File: src/rtl/uart_rx_pkg.sv
// +----------------------------------------------------------------------+
// | uart_rx_pkg : shared state encoding, prescale constants, voter       |
// | Revision    : 1.0                                                    |
// +----------------------------------------------------------------------+
`default_nettype none

package uart_rx_pkg;

    typedef enum logic [2:0] {
        IDLE   = 3'd0,
        START  = 3'd1,
        DATA   = 3'd2,
        PARITY = 3'd3,
        STOP   = 3'd4,
        OUT    = 3'd5
    } rx_state_e;

    localparam int unsigned PRESCALE_8  = 8;
    localparam int unsigned PRESCALE_16 = 16;
    localparam int unsigned PRESCALE_32 = 32;

    function automatic logic maj3(input logic [2:0] s);
        return (s[0] & s[1]) | (s[0] & s[2]) | (s[1] & s[2]);
    endfunction

endpackage

`default_nettype wire

File: src/rtl/uart_rx_sampler.sv
// +----------------------------------------------------------------------+
// | uart_rx_sampler : 2-of-3 majority vote around the bit centre         |
// | Revision        : 1.0                                                |
// +----------------------------------------------------------------------+
`default_nettype none

module uart_rx_sampler
    import uart_rx_pkg::*;
#(
    parameter int PRESCALE_W = 6
) (
    input  logic                  CLK,
    input  logic                  RST,
    input  logic                  RX_IN,
    input  logic [PRESCALE_W-1:0] edge_cnt,
    input  logic [PRESCALE_W-1:0] Prescale,
    output logic                  sampled_bit
);

    logic [PRESCALE_W-1:0] w_half;
    logic [2:0]            samp_q;
    logic [2:0]            samp_d;

    assign w_half = Prescale >> 1;

    always_comb begin
        samp_d = samp_q;
        if (edge_cnt == w_half - 1'b1) samp_d[0] = RX_IN;
        if (edge_cnt == w_half)        samp_d[1] = RX_IN;
        if (edge_cnt == w_half + 1'b1) samp_d[2] = RX_IN;
    end

    always_ff @(posedge CLK or negedge RST) begin
        if (!RST) samp_q <= '0;
        else      samp_q <= samp_d;
    end

    // Settled from edge_cnt == Prescale/2+2 onward, well before the bit end.
    assign sampled_bit = maj3(samp_q);

endmodule

`default_nettype wire

File: src/rtl/uart_rx.sv
// +----------------------------------------------------------------------+
// | uart_rx : oversampling UART receiver, optional parity check          |
// |           (enabled by defining PARITY_CHECK_EN)                      |
// | Revision : 1.0                                                       |
// +----------------------------------------------------------------------+
`default_nettype none

module uart_rx
    import uart_rx_pkg::*;
#(
    parameter int DATA_WIDTH = 8,
    parameter int PRESCALE_W = 6
) (
    input  logic                  CLK,
    input  logic                  RST,
    input  logic                  RX_IN,
    input  logic [PRESCALE_W-1:0] Prescale,
`ifdef PARITY_CHECK_EN
    input  logic                  PAR_EN,
    input  logic                  PAR_TYP,
`endif
    output logic [DATA_WIDTH-1:0] P_DATA,
    output logic                  data_valid,
    output logic                  par_err,
    output logic                  stp_err
);

    localparam logic [PRESCALE_W-1:0] c_last_bit = PRESCALE_W'(DATA_WIDTH - 1);

    rx_state_e             state_q, state_d;
    logic [PRESCALE_W-1:0] edge_q, edge_d;
    logic [PRESCALE_W-1:0] bit_q, bit_d;
    logic [DATA_WIDTH-1:0] shift_q, shift_d;
    logic [DATA_WIDTH-1:0] pdata_q, pdata_d;
    logic                  perr_q, perr_d;
    logic                  dv_q, dv_d;
    logic                  pe_q, pe_d;
    logic                  se_q, se_d;
    logic                  w_sampled;
    logic                  w_bit_end;
    logic                  w_par_en;
    logic                  w_par_typ;

`ifdef PARITY_CHECK_EN
    assign w_par_en  = PAR_EN;
    assign w_par_typ = PAR_TYP;
`else
    assign w_par_en  = 1'b0;
    assign w_par_typ = 1'b0;
`endif

    uart_rx_sampler #(
        .PRESCALE_W (PRESCALE_W)
    ) u_sampler (
        .CLK         (CLK),
        .RST         (RST),
        .RX_IN       (RX_IN),
        .edge_cnt    (edge_q),
        .Prescale    (Prescale),
        .sampled_bit (w_sampled)
    );

    assign w_bit_end = (edge_q == Prescale - 1'b1);

    always_comb begin
        state_d = state_q;
        edge_d  = edge_q;
        bit_d   = bit_q;
        shift_d = shift_q;
        pdata_d = pdata_q;
        perr_d  = perr_q;
        dv_d    = 1'b0;
        pe_d    = 1'b0;
        se_d    = 1'b0;

        case (state_q)
            // The detect cycle itself is edge 0 of the start bit.
            IDLE, OUT: begin
                edge_d = '0;
                bit_d  = '0;
                perr_d = 1'b0;
                if (!RX_IN) begin
                    state_d = START;
                    edge_d  = {{(PRESCALE_W-1){1'b0}}, 1'b1};
                end else begin
                    state_d = IDLE;
                end
            end
            START, DATA, PARITY, STOP: begin
                edge_d = w_bit_end ? '0 : edge_q + 1'b1;
                if (w_bit_end) begin
                    case (state_q)
                        START: state_d = w_sampled ? IDLE : DATA;
                        DATA: begin
                            shift_d = {w_sampled, shift_q[DATA_WIDTH-1:1]};
                            if (bit_q == c_last_bit) begin
                                bit_d   = '0;
                                state_d = w_par_en ? PARITY : STOP;
                            end else begin
                                bit_d = bit_q + 1'b1;
                            end
                        end
                        PARITY: begin
                            perr_d  = (^shift_q) ^ w_par_typ ^ w_sampled;
                            state_d = STOP;
                        end
                        default: begin
                            // Outputs are registered here so they line up with OUT.
                            state_d = OUT;
                            pe_d    = perr_q;
                            se_d    = ~w_sampled;
                            dv_d    = w_sampled & ~perr_q;
                            if (w_sampled && !perr_q) pdata_d = shift_q;
                        end
                    endcase
                end
            end
            default: begin
                state_d = IDLE;
                edge_d  = '0;
                bit_d   = '0;
            end
        endcase
    end

    always_ff @(posedge CLK or negedge RST) begin
        if (!RST) begin
            state_q <= IDLE;
            edge_q  <= '0;
            bit_q   <= '0;
            shift_q <= '0;
            pdata_q <= '0;
            perr_q  <= 1'b0;
            dv_q    <= 1'b0;
            pe_q    <= 1'b0;
            se_q    <= 1'b0;
        end else begin
            state_q <= state_d;
            edge_q  <= edge_d;
            bit_q   <= bit_d;
            shift_q <= shift_d;
            pdata_q <= pdata_d;
            perr_q  <= perr_d;
            dv_q    <= dv_d;
            pe_q    <= pe_d;
            se_q    <= se_d;
        end
    end

    assign P_DATA     = pdata_q;
    assign data_valid = dv_q;
    assign par_err    = pe_q;
    assign stp_err    = se_q;

endmodule

`default_nettype wire

File: config.mk
export PLATFORM = sky130hd
export DESIGN_NAME = uart_rx
export DESIGN_NICKNAME = d
export VERILOG_FILES = /design/src/rtl/uart_rx_pkg.sv /design/src/rtl/uart_rx_sampler.sv /design/src/rtl/uart_rx.sv
export SDC_FILE = /design/constraint.sdc
export NUM_CORES = 1
export LEC_CHECK = 0
export ABC_CLOCK_PERIOD_IN_PS = 7450
export CORE_ASPECT_RATIO = 0.7
export CORE_UTILIZATION = 50
export CTS_CLUSTER_DIAMETER = 50
export DETAILED_ROUTE_END_ITERATION = 8
export PLACE_DENSITY = 0.71
export SETUP_SLACK_MARGIN = 0.05
export SLEW_MARGIN = 15
export SYNTH_ARGS = -nofsm -noshare
export SYNTH_HDL_FRONTEND = slang
export SYNTH_SLANG_ARGS = --single-unit
File: constraint.sdc
create_clock -name CLK -period 7.45 [get_ports CLK]
set_input_delay 2.235 -clock CLK [delete_from_list [all_inputs] [get_ports CLK]]
set_output_delay 2.235 -clock CLK [all_outputs]
set_load 0.02 [all_outputs]
==> run_results.csv <==
group,metric,value,unit
worst_setup_path,worst_setup_path_start_kind,"input pin",
status,status,"complete, no violations",
synthesis,synth_compound_area_share,9.60,%
routing,wire_per_inst,14.8,um
synthesis,ys_ff_latch,38,
timing,fmax,0.195,GHz
synthesis,synthCells,213,
timing,drv_slew,0,
worst_setup_path,crit_type,"in2reg",
floorplanning,io_pins,20,
routing,antenna_left,0,
pwr,pwr_density_cell,260,nW/um2
synthesis,yosysWarnings,0,
cts,cts_hold_buf,0,
timing,setup_tns,0,ns
timing,skew,0.00118,ns
synthesis,synth_largest_area_cell,"dfrtp_1",
synthesis,synth.area.top_cells,"dfrtp_1, mux2_2, xnor2_1",
floorplanning,die_h,57.2,um
placed_design,portBuffers,19,
timing,fin_crit,5.12,ns
timing,rsz0062_at_grt,"no",
cts,cts.sinks,38,
routing,post_drt_via_cell_ratio,5.80,
synthesis,seq_area_frac_synth,43.7,%
global_routing,grt_max_degree,39,
routing,drtIter0Drc,99,
placed_design,placed_area,2390,um2
cts,cts-resized-gates,0,
floorplanning,rows,19,
cts,cts_htree_levels,2,
global_routing,first_global_vias,1410,
worst_setup_path,end_kind,"register",
finish,nets,245,
cts,clkLatencyLatePin,0.28,ns
timing,hold_viol_final,0,
pwr,power.total,0.000648,W
routing,vias,1640,
floorplanning,core,4040,um2
synthesis,synth_fa_ha_area_share,3.91,%
placed_design,dp_hpwl,3090,um
global_routing,grt_overflow_total,0,
cts,numCtsBuffers,5,
worst_setup_path,slowest_delay,0.69,ns
global_routing,grt.total_usage,20.4,%
worst_setup_path,crit_slowest_cell,"or4_1",
finish,area_growth,14.5,%
cts,ctsRootBufferMaster,"clkbuf_8",
timing,slew-limit-headroom,44.4,%
global_routing,grt_pass1_wl,7020,um
finish,design_area,2490,um2
pwr,leakage,1.10,nW
worst_setup_path,crit_fanout,9,
routing,drt_first_pass_iters,6,
job,max_cap_viol_count,0,
min_path,hold_path_class,"reg2reg",
pwr,ir_worst_vdd,159,uV
synthesis,synth_mux_area_share,10.3,%
finish,drive_above_1_share,13.0,%
timing,setup_viol,0,
synthesis,synth_top_family_by_area,"simple AND/OR/NAND/NOR gates",
worst_setup_path,arrival,5.29,ns
routing,drc,0,
synthesis,yosysTopAreaCellShare,43.7,%
floorplanning,fp.dieW,80.9,um
synthesis,synth_xor_area_share,10.5,%
placed_design,gp_congestion,0.848,
routing,finalWirelength,4200,um
global_routing,antenna_found_initial,0,
worst_setup_path,worstPathRequired,7.62,ns
cts,max-clock-path-buffers,2,
synthesis,synth_nets,228,
floorplanning,initial_utilization,53.9,%
timing,fin_crit_sh,68.7,%
synthesis,avgSynthCellArea,10.2,um2
cts,cts.clk_slew.worst_paths,0.07,ns
finish,layout_commonest_cell,"dfrtp_1",
finish,layout_common_cells,"dfrtp_1, xnor2_1, mux2_2, clkdlybuf4s50_1",
finish,antenna_cells,0,
synthesis,syn_area,2180,um2
cts,post_cts_buffers,0,
synthesis,ys_types,43,
synthesis,synth_simple_gate_area_share,18.2,%
timing,worst_pin_slew,0.835,ns
worst_setup_path,path_cells,"clkdlybuf4s50_1 > inv_1 > ha_1 > nor3b_1 > nand2_1 > xnor2_1 > or4_1 > nor3_4 > mux2_2",
cts,cts_tree,"built",
floorplanning,dieArea,4630,um2
==> cells in the mapped netlist <==
master,number
nor3_4,1
clkbuf_1,4
buf_4,1
or4_1,3
o41ai_1,1
ha_1,6
or2_2,1
nand3b_1,3
a31oi_1,3
nand3_1,7
nor3_1,2
xor2_1,7
nor2_1,14
nand4b_1,1
nand2b_1,4
nor3b_1,1
o211a_1,1
buf_2,5
mux2_2,19
nor4_1,5
nand4_1,4
and4_1,1
maj3_1,1
o311ai_0,1
a41o_1,1
a311oi_1,2
o31ai_1,3
a21oi_1,4
or3_1,2
xnor2_1,19
o32ai_1,1
o21ai_0,10
and3_1,2
and4bb_2,1
o211ai_1,2
mux2i_1,1
o31a_1,1
a32o_1,1
nor2b_1,3
nand2_1,14
inv_1,10
and2b_1,2
dfrtp_1,38
==> worst max-delay path, delay by kind of cell <==
family | cells | cell delay (ns)
and+or+nand+nor | 4 | 1.54
buffers and inverters | 2 | 0.71
adders and majority gates | 1 | 0.24
muxes | 1 | 0.39
xor gates and xnor gates | 1 | 0.16
==> area by class of cell <==
class,instances,area (um2)
Clock buffer,7,76.3
Timing Repair Buffer,20,193
Fill cell,342,1550
Inverter,10,37.5
Sequential cell,38,951
Multi-Input combinational cell,155,1140
Clock inverter,1,30.0
Tap cell,52,65.1
==> sequential cells by signal (all words and copies together), names as in the netlist <==
register          count
P_DATA                8
shift_q               8
bit_q                 6
edge_q                6
state_q               3
u_sampler.samp_q      3
data_valid            1
par_err               1
perr_q                1
stp_err               1
==> report_power, final <==
part / switching [W] / total (W) / internal [W]
registers: 0.0000446 / 0.000279 / 0.000234
clock network: 0.0000697 / 0.000170 / 0.000100
logic: 0.000112 / 0.000200 / 0.0000883
total: 0.000226 / 0.000648 / 0.000422
==> metal layers <==
layer | share of wire, % | track usage (%) | wire (um) | up-vias
met5 | 0 | 0 | 0 | -
met2 | 37 | 24.7 | 1550 | 58
met3 | 8.3 | 5.12 | 348 | 4
li1 | - | - | - | 798
met1 | 54 | 34.2 | 2250 | 780
met4 | 1.2 | 6.38 | 50 | 0
==> final timing paths <==
kind                                        from                endpoint  slack (ns)  cells after the start
setup / recovery                     Prescale[2]   P_DATA[4]$_DFFE_PN0P_        2.33                      9
setup reg to reg             edge_q[5]$_DFF_PN0_   P_DATA[4]$_DFFE_PN0P_        4.67                      6
min in group asynchronous                    RST  state_q[2]$_DFFE_PN0P_        2.05                      1
max in group asynchronous                    RST     edge_q[2]$_DFF_PN0_        4.87                      1
hold / removal             P_DATA[1]$_DFFE_PN0P_   P_DATA[1]$_DFFE_PN0P_        0.51                      1
hold reg to reg            P_DATA[1]$_DFFE_PN0P_   P_DATA[1]$_DFFE_PN0P_        0.51                      1
==> per-stage QoR <==
stage	util (%)	hold slack [ns]	cells	worst slack, ns
after global placement	59.1	0.491	275	2.14
after CTS	61.7	0.514	283	2.34
after global routing	61.7	0.526	283	2.12
after floorplan	-	0.477	213	2.83
after detailed placement	59.1	0.497	275	2.04
final	61.7	0.510	283	2.33
==> logic make-up (layout without fill, tap and decap cells) <==
family | after synthesis | count (layout)
muxes | 20 | 20
and+or+nand+nor | 71 | 71
AOI/OAI and AO/OA | 31 | 31
DFF | 38 | 38
xor gates and xnor gates | 26 | 26
adders and majority gates | 7 | 7
buffers and inverters | 20 | 38
No activity file was read; power rests on OpenSTA's default activity.
